===== config.mk =====
export PLATFORM = sky130hd
export DESIGN_NAME = seg7_scan_flat
export DESIGN_NICKNAME = d
export VERILOG_FILES = /design/src/rtl/seg7_scan_if.sv /design/src/rtl/seg7_scan.sv /design/src/flat_wrapper.sv
export SDC_FILE = /design/constraint.sdc
export NUM_CORES = 1
export LEC_CHECK = 0
export ABC_AREA = 0
export BUFFER_PORTS_ARGS = -buffer_cell sky130_fd_sc_hd__buf_4
export CELL_PAD_IN_SITES_DETAIL_PLACEMENT = 1
export CELL_PAD_IN_SITES_GLOBAL_PLACEMENT = 1
export CORE_MARGIN = 2
export CORE_UTILIZATION = 46
export CTS_CLUSTER_DIAMETER = 100
export DETAILED_ROUTE_END_ITERATION = 8
export PLACE_DENSITY = 0.79
export SETUP_SLACK_MARGIN = 0.2
export SYNTH_ARGS = -nofsm -noshare
export SYNTH_HDL_FRONTEND = slang
export SYNTH_SLANG_ARGS = --single-unit
export TNS_END_PERCENT = 50

===== constraint.sdc =====
create_clock -name clk -period 2.58 [get_ports clk]
set_input_delay 0.516 -clock clk [delete_from_list [all_inputs] [get_ports clk]]
set_output_delay 0.516 -clock clk [all_outputs]
set_load 0.01 [all_outputs]

===== src/rtl/seg7_scan_if.sv =====
// Display-side bundle for seg7_scan: BCD digits and controls in, multiplexed
// common-anode drive (active-low anodes/segments/dp) out.
interface seg7_scan_if;
   logic [3:0] d0;
   logic [3:0] d1;
   logic [3:0] d2;
   logic [3:0] d3;
   logic       tick;
   logic       colon_en;
   logic       lzb;
   logic [3:0] an;
   logic [6:0] seg;
   logic       dp;

   modport master (
      output d0, d1, d2, d3, tick, colon_en, lzb,
      input  an, seg, dp
   );

   modport slave (
      input  d0, d1, d2, d3, tick, colon_en, lzb,
      output an, seg, dp
   );
endinterface


===== src/rtl/seg7_scan.sv =====
// Four-digit multiplexed seven-segment scanner for mm:ss display with ghost
// blanking, leading-zero suppression, per-scan digit snapshot and blinking colon.
//
// state | meaning
// BLANK | first BLANK_CYCLES clocks of a slot, all anodes off
// DRIVE | remainder of the slot, anode idx on, segments from snapshot
module seg7_scan #(
   parameter int REFRESH_DIV  = 50000,
   parameter int BLANK_CYCLES = 500
) (
   input  logic          clk,
   input  logic          reset,
   seg7_scan_if.slave    bus
);
   localparam int CW = (REFRESH_DIV > 1) ? $clog2(REFRESH_DIV) : 1;
   // Down-counter holds REFRESH_DIV-1-k; DRV_GO is the count seen on the edge into DRIVE.
   localparam logic [CW-1:0] TOP    = CW'(REFRESH_DIV - 1);
   localparam logic [CW-1:0] DRV_GO = CW'(REFRESH_DIV - BLANK_CYCLES);

   typedef enum logic {BLANK, DRIVE} state_t;

   state_t          state;
   logic            run;
   logic [CW-1:0]   cnt;
   logic [1:0]      idx;
   logic            colon;
   logic [3:0][3:0] snap;

   logic            colon_nxt;
   logic [3:0]      lz;
   logic [6:0]      seg_nxt;
   logic            dp_nxt;

   function automatic logic [6:0] dec(input logic [3:0] v);
      case (v)
         4'd0:    dec = 7'b1000000;
         4'd1:    dec = 7'b1111001;
         4'd2:    dec = 7'b0100100;
         4'd3:    dec = 7'b0110000;
         4'd4:    dec = 7'b0011001;
         4'd5:    dec = 7'b0010010;
         4'd6:    dec = 7'b0000010;
         4'd7:    dec = 7'b1111000;
         4'd8:    dec = 7'b0000000;
         4'd9:    dec = 7'b0010000;
         default: dec = 7'b0111111;
      endcase
   endfunction

   always_comb begin
      colon_nxt = colon ^ bus.tick;
      lz        = 4'b0000;
      lz[3]     = bus.lzb && (snap[3] == 4'd0);
      lz[2]     = lz[3] && (snap[2] == 4'd0);
      lz[1]     = lz[2] && (snap[1] == 4'd0);
      seg_nxt   = lz[idx] ? 7'b1111111 : dec(snap[idx]);
      dp_nxt    = ~((idx == 2'd2) && bus.colon_en && colon_nxt);
   end

   always_ff @(posedge clk or posedge reset) begin
      if (reset) begin
         state   <= BLANK;
         run     <= 1'b0;
         cnt     <= '0;
         idx     <= 2'd0;
         colon   <= 1'b0;
         snap    <= '0;
         bus.an  <= 4'b1111;
         bus.seg <= 7'b1111111;
         bus.dp  <= 1'b1;
      end else begin
         colon <= colon_nxt;
         if (!run || cnt == '0) begin
            // Start of a new slot; the first edge after reset begins slot 0.
            run     <= 1'b1;
            cnt     <= TOP;
            state   <= BLANK;
            bus.an  <= 4'b1111;
            bus.seg <= 7'b1111111;
            bus.dp  <= 1'b1;
            if (!run || idx == 2'd3) begin
               idx  <= 2'd0;
               snap <= {bus.d3, bus.d2, bus.d1, bus.d0};
            end else begin
               idx  <= idx + 2'd1;
            end
         end else begin
            cnt <= cnt - 1'b1;
            if (state == DRIVE || cnt == DRV_GO) begin
               state   <= DRIVE;
               bus.an  <= ~(4'b0001 << idx);
               bus.seg <= seg_nxt;
               bus.dp  <= dp_nxt;
            end
         end
      end
   end
endmodule


===== src/flat_wrapper.sv =====
// flat-port wrapper written by rule: the top's interface ports become plain ports
module seg7_scan_flat 
#(
   parameter int REFRESH_DIV  = 50000,
   parameter int BLANK_CYCLES = 500
)
  (clk, reset, bus_d0, bus_d1, bus_d2, bus_d3, bus_tick, bus_colon_en, bus_lzb, bus_an, bus_seg, bus_dp);
  seg7_scan_if bus_i ();
  input  logic clk;
  input  logic reset;
  input wire logic [$bits(bus_i.d0)-1:0] bus_d0;
  input wire logic [$bits(bus_i.d1)-1:0] bus_d1;
  input wire logic [$bits(bus_i.d2)-1:0] bus_d2;
  input wire logic [$bits(bus_i.d3)-1:0] bus_d3;
  input wire logic [$bits(bus_i.tick)-1:0] bus_tick;
  input wire logic [$bits(bus_i.colon_en)-1:0] bus_colon_en;
  input wire logic [$bits(bus_i.lzb)-1:0] bus_lzb;
  output wire logic [$bits(bus_i.an)-1:0] bus_an;
  output wire logic [$bits(bus_i.seg)-1:0] bus_seg;
  output wire logic [$bits(bus_i.dp)-1:0] bus_dp;
  assign bus_i.d0 = bus_d0;
  assign bus_i.d1 = bus_d1;
  assign bus_i.d2 = bus_d2;
  assign bus_i.d3 = bus_d3;
  assign bus_i.tick = bus_tick;
  assign bus_i.colon_en = bus_colon_en;
  assign bus_i.lzb = bus_lzb;
  assign bus_an = bus_i.an;
  assign bus_seg = bus_i.seg;
  assign bus_dp = bus_i.dp;
  seg7_scan #(.REFRESH_DIV(REFRESH_DIV), .BLANK_CYCLES(BLANK_CYCLES)) u_core (.clk(clk), .reset(reset), .bus(bus_i));
endmodule

# Yosys cells after proc, flatten, opt, wreduce, memory -nomap -nowiden
# Memory sizes are Yosys's and may differ from the RTL's.
# Index checks and enable logic that the tools add are counted.
dict set report totals {
  regBits 49
  latchBits 0
  mem_bits_rw 0
  rom_bits 112
  in_bits 21
  output_inout_bits 12
  wordCells 53
  mem_count 1
}
dict set report classes {
  addsub 2
  mul 0
  n_div 0
  order_cmp 1
  eq_ne 3
  n_shift 1
  mux 15
  n_bitwise 3
  n_reduce_logical 15
}
# memory depth width rd rd_clocked_by_memory_dff wr line_no
set memory_table {}
lappend memory_table {{(name not given)} 16 7 1 0 0 seg7_scan.sv:35} ;# case (v)
# operator count
set ops {}
lappend ops {{$mux W7} 3}
lappend ops {{$eq A16 B16 Y1 const B} 1}
lappend ops {{$logic_not A16 Y1} 1}
lappend ops {{$mux W16} 1}
lappend ops {{$sub A16 B1 Y16 const B} 1}
lappend ops {{$logic_not A4 Y1} 3}
lappend ops {{$mux W4} 3}
lappend ops {{$bmux W4 S2} 1}
lappend ops {{$logic_and A1 B1 Y1} 5}
lappend ops {{$mux W1} 5}
lappend ops {{$eq A2 B2 Y1 const B} 2}
lappend ops {{$not A4 Y4} 1}
lappend ops {{$shl A1 B2 Y4 const A} 1}
lappend ops {{$logic_or A1 B1 Y1} 3}
lappend ops {{$lt A2 B3 Y1 const B} 1}
lappend ops {{$add A2 B1 Y2 const B} 1}
lappend ops {{$bmux W1 S2} 1}
lappend ops {{$mux W2} 1}
lappend ops {{$reduce_and A2 Y1} 1}
lappend ops {{$reduce_bool A2 Y1} 1}
lappend ops {{$logic_not A1 Y1} 1}
lappend ops {{$not A1 Y1} 1}
lappend ops {{$xor A1 B1 Y1} 1}

# Depth between registers and ports, before layout
# Gate-level depths: netlist of the first run.
dict set report depth {
  depth_word 9
  mapped_depth 9
  mapped_depth_nobuf 8
}

# Worst setup path after synthesis of the first run
# Ideal clock, no wire load.
dict set report synth_path {
  path_kind {register -> register}
  startpoint {reg u_core.idx[1]}
  endpoint {reg u_core.bus.seg[3]}
  setup_ns 0.062
  t_arrival_ns 1.962
  required_ns 2.518
  path_slack_ns 0.557
  path_stages_with_launch 8
  n_path_buf 1
  period_less_slack_ns 2.023
  cell_sequence {dfrtp_1 > buf_6 > mux4_1 > inv_1 > ha_1 > or2b_1 > a21oi_1 > o32a_1}
}
dict set report synth_between {
  elab_chain_cells 6
  word_cells_on_any_way 8
  classes_between {7 x mux; 1 x memory}
}
# element line_no
set synth_rtl {}
lappend synth_rtl {{start: declaration} seg7_scan.sv:25} ;# logic [1:0] idx;
lappend synth_rtl {{start signal: assignment} seg7_scan.sv:85} ;# idx <= idx + 2'd1;
lappend synth_rtl {{$bmux W4 S2} seg7_scan.sv:56} ;# seg_nxt = lz[idx] ? 7'b1111111 : dec(snap[idx]);
lappend synth_rtl {{$mux W4 (not written as such)} seg7_scan.sv:56}
lappend synth_rtl {{$mem_v2 Z16 W7} -}
lappend synth_rtl {{$mux W7 *} seg7_scan.sv:56}
lappend synth_rtl {{$mux W7 *} seg7_scan.sv:89} ;# if (state == DRIVE || cnt == DRV_GO) begin
lappend synth_rtl {{$mux W7 *} seg7_scan.sv:73} ;# if (!run || cnt == '0) begin
lappend synth_rtl {{end signal: assignment} seg7_scan.sv:92} ;# bus.seg <= seg_nxt;
lappend synth_rtl {{end: declaration} seg7_scan_if.sv:22} ;# output an, seg, dp
# Every way passes the cells marked *; elsewhere a longest branch is shown, timed or not. The select of a mux whose other input is x is not followed.
# A chain may end at the register's enable or synchronous reset.

# Worst setup path after layout of the first run
dict set report layout_path {
  startpoint {reg u_core.cnt[0]}
  endpoint {reg u_core.bus.seg[0]}
}
dict set report layout_between {
  elab_chain_cells 3
  word_cells_on_any_way 6
  classes_between {1 x eq/ne; 1 x mux; 4 x reduce/logical}
}
# element line_no
set layout_rtl {}
lappend layout_rtl {{start: declaration} seg7_scan.sv:24} ;# logic [CW-1:0] cnt;
lappend layout_rtl {{start signal: assignment} seg7_scan.sv:88} ;# cnt <= cnt - 1'b1;
lappend layout_rtl {{$eq A16 B16 Y1 / $logic_not A16 Y1 (equally long branches)} {seg7_scan.sv:89, seg7_scan.sv:73}}
lappend layout_rtl {{$logic_or A1 B1 Y1, on equally long branches} {seg7_scan.sv:89, seg7_scan.sv:73}}
lappend layout_rtl {{$reduce_bool A2 Y1 (no line) / $mux W7 (equally long branches)} -}
# Several ways; a longest one is shown, not always the timed one.

==> impl_metrics.yaml, run 1 <==
cells_and_area:
  drive_gt1_share_pct: 34.8
  fin_util_pct: 57.2
  diodes: 0
  fillers: 576
  area_growth_pct: 19.0
  final_nets: 280
  fin_cells: 320
yosys:
  seq_area_frac_synth_pct: 50.3
  synthDistinctLibCells: 46
  synth_area_leaders: "dfrtp_1 37%, dfstp_2 13%, mux2_2 7.3%, ha_1 5.1%, nand2_1 3.8%"
  ys_seq_elements: 49
  syn_nets: 242
  synth_top_area_cell: "dfrtp_1"
  yosys_warnings: 0
  async_flop_share_pct: 100
  yosys.area.top_type_share_pct: 37.5
  synth_ff_type: "dfrtp_1"
  synthCells: 211
  synth-edff-count: 0
  avgSynthCellArea_um2: 11.7
  synth_area_mm2: 0.00247
clocking:
  post_cts.repair.setup_buffers: 0
  htreeDepth: 2
  post_cts_resized: 0
  cts_tree: "done"
  numCtsBuffers: 5
  clockBufferDepth: 2
  cts-root-buf: "clkbuf_8"
  clk_pin_slew_ps: 100
  ctsHoldBuffers: 0
  clk_latency_ps: 310
  cts.sinks: 49
floorplanning:
  fp.coreArea_mm2: 0.00514
  die_w_um: 77.3
  dieHeight_um: 77.3
  start_util_pct: 48.1
  std_cell_rows: 26
  die_area_mm2: 0.00597
  io-pin-count: 33
outcome:
  status: "complete, no violations"
sta:
  finalSetupViolCount: 0
  skew_ps: 8.34
  rsz0062_at_grt: "true"
  fin_tns_setup_ps: 0
  slew_headroom_pct: 59.4
  tightest_slew_ps: 609
  hold_viol_final: 0
  min_period_ps: 2300
  max_freq_mhz: 434
  period_share_pct: 89.3
  drv_slew: 0
  finalWorstSetupSlack_ps: 277
  holdWs_ps: 370
setup_path:
  crit_path_max_fanout: 12
  required_ps: 2820
  arrival_ps: 2540
  crit_family: "simple AND/OR/NAND/NOR gates"
  critical-path-slowest-cell: "and2_1"
  max_stage_delay_ps: 460
  startpoint_type: "register"
  cp_num_buf_inv: 1
  crit_chain: "inv_1, ha_1, nor4b_4, nand4_2, and2_1, nand2b_1, o32a_1"
  cp-end-kind: "register"
  crit_type: "reg -> reg"
placed_design:
  dpl.cell_count: 311
  dpl.hpwl_mm: 3.93
  numPortBuffers: 32
  place_congestion: 0.808
  dp_slack_ps: 291
global_routing:
  grt_pass1_wl_mm: 9.46
  met2_usage_pct: 33.2
  grt_antenna_before_repair: 0
  grt_use_met3_pct: 4.71
  grt_busiest_layer: "met2"
  grt_usage_pct: 20.3
  grtUsageMet1_pct: 27.5
  grt_max_degree: 50
  grt_remaining_overflow: 0
  grt_pass1_vias: 1862
job:
  drv_cap: 0
detailed_routing:
  vias_per_cell: 5.36
  drtPass1Iterations: 4
  drt_iter0_markers: 73
  dr_total_vias: 1716
  wl_per_cell_um: 16.8
  ant_nets: 0
  drcViolationCount: 0
  routed_wl_mm: 5.38
hold_path:
  hold_path_class: "in -> async"
pwr:
  power.leakage_nw: 1.25
  vdd_drop_max_v: 0.000304
  power_density_mw_per_mm2: 562
## path summary, 6_finish.rpt
path / from / end / slack (ps) / depth (start not counted)
worst min-delay path: reset / u_core.snap[7] / 370 / 3
worst max register to register: u_core.cnt[0] / u_core.bus.seg[0] / 280 / 7
max in group asynchronous: reset / u_core.cnt[4] / 1810 / 3
worst max-delay path: u_core.cnt[0] / u_core.bus.seg[0] / 280 / 7
min in group clk: bus_tick / u_core.colon / 400 / 2
worst min register to register: u_core.colon / u_core.colon / 470 / 1
## area by class of cell
class	count	area (µm²)	area share, %
sequential	49	1240	42.2
multi-input combinational	144	1140	38.7
timing repair buffer	38	298	10.1
tap	70	87.6	2.98
clock buffer	5	68.8	2.34
clock inverter	3	65.1	2.21
inverter	11	41.3	1.40
## cell usage in the layout, fill, tap and decap left out, types with 3 or more instances in the layout
cell type	count
nand3_1	3
ha_1	10
dfstp_2	12
a21oi_1	8
o21ai_0	6
or3_1	3
o211ai_1	3
mux2_2	16
nor4_1	7
buf_4	37
nor2_1	9
clkbuf_8	5
nand2_1	25
nor3_1	3
inv_1	10
xor2_1	4
dfrtp_1	37
o32a_1	6
xnor2_1	7
## synth_stat cells (2+ instances only)
| library cell | count |
|---|---|
| dfrtp_1 | 37 |
| nand2_1 | 25 |
| mux2_2 | 16 |
| dfstp_2 | 12 |
| inv_1 | 11 |
| ha_1 | 10 |
| nor2_1 | 9 |
| a21oi_1 | 8 |
| nor4_1 | 7 |
| xnor2_1 | 7 |
| o21ai_0 | 6 |
| o32a_1 | 6 |
| clkbuf_1 | 4 |
| xor2_1 | 4 |
| buf_6 | 3 |
| nand3_1 | 3 |
| nor3_1 | 3 |
| o211ai_1 | 3 |
| or3_1 | 3 |
| a21boi_0 | 2 |
| and2_1 | 2 |
| mux2i_1 | 2 |
| mux4_1 | 2 |
| mux4_2 | 2 |
| nand2b_1 | 2 |
| nor2b_1 | 2 |
## registers in the layout, summed over array words and instances, names as in the netlist
register,count
u_core.cnt,16
u_core.snap,16
u_core.bus.seg,7
u_core.bus.an,4
u_core.idx,2
u_core.bus.dp,1
u_core.colon,1
u_core.run,1
u_core.state,1
## logic make-up (layout without fill, tap and decap cells)
| kind of cell | after synthesis | count (layout) | share of synthesized area (%) |
|---|---|---|---|
| muxes | 22 | 22 | 12.1 |
| xor gates and xnor gates | 11 | 11 | 3.90 |
| buffers and inverters | 18 | 57 | 3.65 |
| and+or+nand+nor | 70 | 70 | 16.2 |
| adders and majority gates | 10 | 10 | 5.07 |
| AOI/OAI and AO/OA | 30 | 30 | 8.71 |
| DFF | 49 | 49 | 50.3 |
| other | 1 | 1 | 0.152 |
## routing by layer
metal  up-vias  part of all wire, %
met4         0                 0.89
met5         -                    0
met2        27                   49
li1        817                    -
met1       867                   46
met3         5                  3.3
## worst reg2reg max path, stage by stage (launching register included)
cell and delay (ps):
dfrtp_1 420, inv_1 70, ha_1 240, nor4b_4 160, nand4_2 190, and2_1 460
nand2b_1 290, o32a_1 400
## where the power goes
part | internal, mW | total, mW | switching, mW
combinational | 0.0821 | 0.165 | 0.0826
sequential | 0.806 | 0.838 | 0.0315
clock | 0.385 | 0.650 | 0.265
## per-stage QoR
step           cell area, µm²  total power [mW]
6_report                 2940              1.65
3_5_place_dp             2790              1.01
5_1_grt                  2940              1.74
2_1_floorplan            2470             0.956
4_1_cts                  2920              1.66
3_3_place_gp             2790              1.00
No activity file was read; power rests on OpenSTA's default activity.
==> run 2, diff against run 1 <==
==> constraint.sdc (replaced) <==
create_clock -name clk -period 2.58 [get_ports clk]
set_input_delay 0.129 -clock clk [delete_from_list [all_inputs] [get_ports clk]]
set_output_delay 0.129 -clock clk [all_outputs]
set_load 0.01 [all_outputs]
==> run 2 against run 1 <==
  * Clock power shrank 23%
  * Combinational power is essentially flat
  * Critical path depth is the same
  * First-iteration DRC count shrank 26%
==> impl_metrics.yaml, run 2 (synthesis gave the netlist of run 1 again) <==
outcome:
  status: "complete, no violations"
cells_and_area:
  final_nets: 279
  reg_top3: "u_core.cnt: 16 flops, u_core.snap: 16 flops, u_core.bus.seg: 7 flops"
  drive_gt1_share_pct: 34.1
  final_area_mm2: 0.00290
  final_cell_mix: "37 x dfrtp_1, 36 x buf_4, 25 x nand2_1, 16 x mux2_2, 12 x dfstp_2"
  diodes: 0
  layout_commonest_cell: "dfrtp_1"
  area_growth_pct: 17.5
  fillers: 574
floorplanning:
  die_w_um: 77.3
  die_area_mm2: 0.00597
  fp.coreArea_mm2: 0.00514
  io-pin-count: 33
  start_util_pct: 48.1
  dieHeight_um: 77.3
  std_cell_rows: 26
pwr:
  p_switching_uw: 365
  vdd_drop_max_v: 0.000306
  p_comb_share_pct: 10.8
  clkPwrFrac_pct: 33.3
  sw_frac_of_total_pct: 24.3
  internal_power_mw: 1.14
  seqPwrFrac_pct: 55.8
  power.leakage_nw: 1.23
  power_density_mw_per_mm2: 517
setup_path:
  crit_chain: "inv_1, ha_1, nor4b_4, nand4_2, and2_1, nand2b_1, o32a_1"
  startpoint_type: "register"
  crit_type: "reg -> reg"
  critical-path-slowest-cell: "and2_1"
  crit_family: "simple AND/OR/NAND/NOR gates"
  required_ps: 2810
  cp-end-kind: "register"
  cp_num_buf_inv: 1
  arrival_ps: 2500
  max_stage_delay_ps: 450
  crit_path_max_fanout: 12
global_routing:
  grt_max_degree: 50
  grt_usage_pct: 19.5
  grt_remaining_overflow: 0
  grt_pass1_wl_mm: 9.10
  grt_antenna_before_repair: 0
  grt_pass1_vias: 1849
sta:
  max_freq_mhz: 442
  period_share_pct: 87.8
  skew_ps: 9.08
  drv_slew: 0
  fin_tns_setup_ps: 0
  min_period_ps: 2260
  slew_headroom_pct: 32.6
  tightest_slew_ps: 1010
  hold_viol_final: 0
  finalSetupViolCount: 0
  rsz0062_at_grt: "true"
job:
  drv_cap: 0
clocking:
  cts-root-buf: "clkbuf_8"
  cts.sinks: 49
  clk_latency_ps: 300
  post_cts_resized: 0
  htreeDepth: 2
  clockBufferDepth: 2
  ctsHoldBuffers: 0
  cts_tree: "done"
  clk_pin_slew_ps: 90
  numCtsBuffers: 5
hold_path:
  hold_path_class: "in -> reg"
detailed_routing:
  ant_nets: 0
  drt_iter0_markers: 54
  drtPass1Iterations: 4
  routed_wl_mm: 5.25
  vias_per_cell: 5.41
  drcViolationCount: 0
  dr_total_vias: 1725
  wl_per_cell_um: 16.5
placed_design:
  place_congestion: 0.805
  dpl.hpwl_mm: 3.87
  numPortBuffers: 32
  dpl_cell_area_mm2: 0.00278
run 2: what timing repair did:
item,4_1_cts,5_1_grt
endpoints found under the hold margin,0,0
setup endpoints to repair,0,22
setup buffers,0,1
run 2: cell type report:
class	instances	area (µm²)	share of cell area [%]
Inverter	11	41.3	1.42
Tap cell	70	87.6	3.02
Clock buffer	7	97.6	3.36
Sequential cell	49	1240	42.8
Clock inverter	1	5.00	0.172
Timing Repair Buffer	37	290	10.0
Multi-Input combinational cell	144	1140	39.2
run 2: power groups by stage:
stage	clock network (mW)	logic [mW]	registers (mW)
after global placement	0	0.154	0.850
final	0.501	0.163	0.838
after detailed placement	0	0.162	0.853
after floorplan	0	0.117	0.838
after CTS	0.517	0.163	0.838
after global routing	0.554	0.185	0.843
run 2: worst register-to-register path: cells and delay by family, from the launching register on:
kind                       cells  cell delay, ps
buffers and inverters          1              70
adders and majority gates      1             240
and+or+nand+nor                4            1080
DFF                            1             410
AOI/OAI and AO/OA              1             410
run 2: stage by stage:
step                total power [mW]  hold slack, ps  worst slack [ps]  cells  util (%)
global route                    1.58            21.4               120    319      56.5
CTS                             1.52            25.7               250    318      56.1
floorplan                      0.956             236               557    211         -
global placement                1.00             339               405    310      54.1
detailed placement              1.02             354               266    310      54.1
finish                          1.50            25.9               315    319      56.5
run 2: per-layer routing:
layer  vias to the layer above  global-route usage, %  part of all wire [%]
met3                         9                   3.76                   4.1
met2                        39                   30.7                    48
met5                         -                      0                     0
met1                       864                   27.2                    47
li1                        813                      -                     -
met4                         0                   6.25                   1.4
run 2: final timing paths:
path	cells after the start	slack, ps	from	endpoint
hold / removal	2	30	bus_tick	u_core.colon
setup reg to reg	7	320	u_core.cnt[0]	u_core.bus.seg[2]
hold reg to reg	1	470	u_core.colon	u_core.colon
min in group asynchronous	2	70	reset	u_core.snap[15]
max in group asynchronous	2	1890	reset	u_core.snap[13]
setup / recovery	7	320	u_core.cnt[0]	u_core.bus.seg[2]
==> run 3, diff against run 2 <==
ABC_AREA = 1   (was 0)
CORE_UTILIZATION = 43   (was 46)
==> run 3 against run 2 <==
  * The run now ends with hold timing left
  * Synthesized area up 4.6%
  * Synthesized cell count grew 50%
  * Clock power is 6.2% lower
  * Flip-flop and latch count stayed put
  * Power rose by 15%
  * Count of clock-buffer cells in the layout increased by 1
  * Critical path depth rose by 3
  * Combinational power grew 130%
  * Register-to-register slack better by 220 ps
  * Hold slack got worse by 35 ps
  * Sequential power is 5.3% higher
  * Final cell count increased by 34%
  * Largest cell class unchanged
==> impl_metrics.yaml, run 3 <==
cells_and_area:
  drive_gt1_share_pct: 21.3
  reg_top3: "u_core.cnt: 16 flops, u_core.snap: 16 flops, u_core.bus.seg: 7 flops"
  area_growth_pct: 14.7
  diodes: 0
  final_nets: 382
  layout_commonest_cell: "nand2_1"
  final_area_mm2: 0.00296
  final_cell_mix: "79 x nand2_1, 52 x nor2_1, 37 x dfrtp_1, 33 x buf_4, 30 x nand3_1"
  fin_cells: 427
floorplanning:
  fp.coreArea_mm2: 0.00585
  start_util_pct: 44.2
  die_w_um: 81.5
  io-pin-count: 33
  dieHeight_um: 81.5
  die_area_mm2: 0.00664
  std_cell_rows: 28
clocking:
  post_cts_resized: 0
  cts-root-buf: "clkbuf_8"
  numCtsBuffers: 5
  htreeDepth: 2
  clk_pin_slew_ps: 90
  cts.sinks: 49
  clockBufferDepth: 2
  post_cts.repair.setup_buffers: 0
  clk_latency_ps: 300
  ctsHoldBuffers: 0
  cts_tree: "done"
sta:
  rsz0062_at_grt: "false"
  finalSetupViolCount: 0
  hold_viol_final: 10
  holdWs_ps: -8.69
  slew_headroom_pct: 57.8
  period_share_pct: 79.1
  max_freq_mhz: 490
  tightest_slew_ps: 633
  min_period_ps: 2040
  fin_tns_setup_ps: 0
  skew_ps: 5.98
  drv_slew: 0
yosys:
  async_flop_share_pct: 100
  synth_common_cells: "79 x nand2_1, 52 x nor2_1, 37 x dfrtp_1, 30 x nand3_1, 25 x inv_1"
  synth_area_mm2: 0.00258
  synthCells: 317
  yosys_warnings: 0
  seq_area_frac_synth_pct: 48.0
  synthDistinctLibCells: 32
  synth_ff_type: "dfrtp_1"
  synth_area_leaders: "dfrtp_1 36%, dfstp_2 12%, nand2_1 11%, nor2_1 7.6%, nand3_1 5.8%"
  syn_nets: 348
  synth-edff-count: 0
  avgSynthCellArea_um2: 8.15
  ys_seq_elements: 49
  synth.most_common_cell: "nand2_1"
  yosys.area.top_type_share_pct: 35.8
  synth_top_area_cell: "dfrtp_1"
setup_path:
  startpoint_type: "register"
  arrival_ps: 2280
  required_ps: 2820
  r2r_cells: 10
  rr_startpoint: "u_core.idx[0]"
  crit_type: "reg -> reg"
  r2r_end: "u_core.bus.seg[6]"
  r2r_slack_ps: 540
  cp-end-kind: "register"
  crit_path_max_fanout: 14
outcome:
  status: "finished, violations left"
  violations: "hold timing"
job:
  drv_cap: 0
hold_path:
  hold_path_class: "in -> async"
detailed_routing:
  dr_total_vias: 2119
  drcViolationCount: 0
  routed_wl_mm: 5.90
  wl_per_cell_um: 13.8
  vias_per_cell: 4.96
  drtPass1Iterations: 4
  ant_nets: 0
  drt_iter0_markers: 65
global_routing:
  grt_max_degree: 50
  grt_remaining_overflow: 0
  grt_usage_pct: 19.9
  grt_pass1_wl_mm: 10.1
  grt_pass1_vias: 2139
  grt_antenna_before_repair: 0
placed_design:
  place_congestion: 0.810
  dpl.cell_count: 419
  numPortBuffers: 32
  dpl.hpwl_mm: 4.45
  dpl_cell_area_mm2: 0.00287
pwr:
  power.leakage_nw: 1.49
  vdd_drop_max_v: 0.000310
  power_density_mw_per_mm2: 584
==> run 3: layout make-up <==
class | count | area (µm²)
clock buffers | 8 | 90.1
fillers | 747 | 2890
flip-flops and latches | 49 | 1240
repair buffers | 33 | 248
inverters | 30 | 118
multi-input cells | 232 | 1170
well taps | 75 | 93.8
==> run 3: worst max path at each step <==
stage / from / endpoint / slack (ps) / cells past startpoint
after floorplan: u_core.idx[0] / u_core.bus.seg[0] / 1000 / 9
after global placement: u_core.idx[0] / u_core.bus.seg[0] / 750 / 9
after detailed placement: u_core.idx[0] / u_core.bus.seg[6] / 550 / 10
after CTS: u_core.idx[0] / u_core.bus.seg[6] / 520 / 10
after global routing: u_core.idx[0] / u_core.bus.seg[6] / 270 / 10
final: u_core.idx[0] / u_core.bus.seg[6] / 540 / 10
==> run 3: power breakdown <==
part	internal (mW)	switching [mW]
registers	0.830	0.0524
clock network	0.219	0.251
logic	0.135	0.245
total	1.18	0.547
==> run 3: kinds of logic (layout without fill, tap and decap cells) <==
| kind of cell | Yosys count | count (layout) | synth area share, % |
|---|---|---|---|
| other cells | 1 | 1 | 0.145 |
| flops | 49 | 49 | 48.0 |
| buf+inv | 36 | 71 | 6.54 |
| xor+xnor | 5 | 5 | 1.70 |
| compound gates | 32 | 32 | 6.73 |
| fa+ha+maj | 10 | 10 | 4.84 |
| simple gates | 184 | 184 | 32.0 |
==> run 3: worst max-delay path, stage by stage, from the launching register on <==
cell and delay (ps):
dfrtp_1 620, inv_2 180, nand2_1 120, nand3_1 80
nand2_1 180, inv_1 100, ha_1 180, o21ai_0 210
inv_1 100, a21oi_1 160, nor2_1 60
==> run 3: stage by stage <==
stage	hold WS, ps	utilization [%]	setup WS (ps)	power [mW]
2_1_floorplan	266	-	998	1.16
3_3_place_gp	337	49.1	752	1.25
3_5_place_dp	345	49.1	548	1.28
4_1_cts	10.2	50.7	524	1.76
5_1_grt	38.3	50.7	275	1.85
6_report	-8.69	50.7	538	1.73
==> run 3: metal layers <==
metal  share of wire (%)  up-vias  global-route usage [%]
met3                 3.7        2                    4.18
met1                  47     1010                    26.3
li1                    -     1069                       -
met2                  49       38                    32.5
met4                0.70        0                    6.44
met5                   0        -                       0
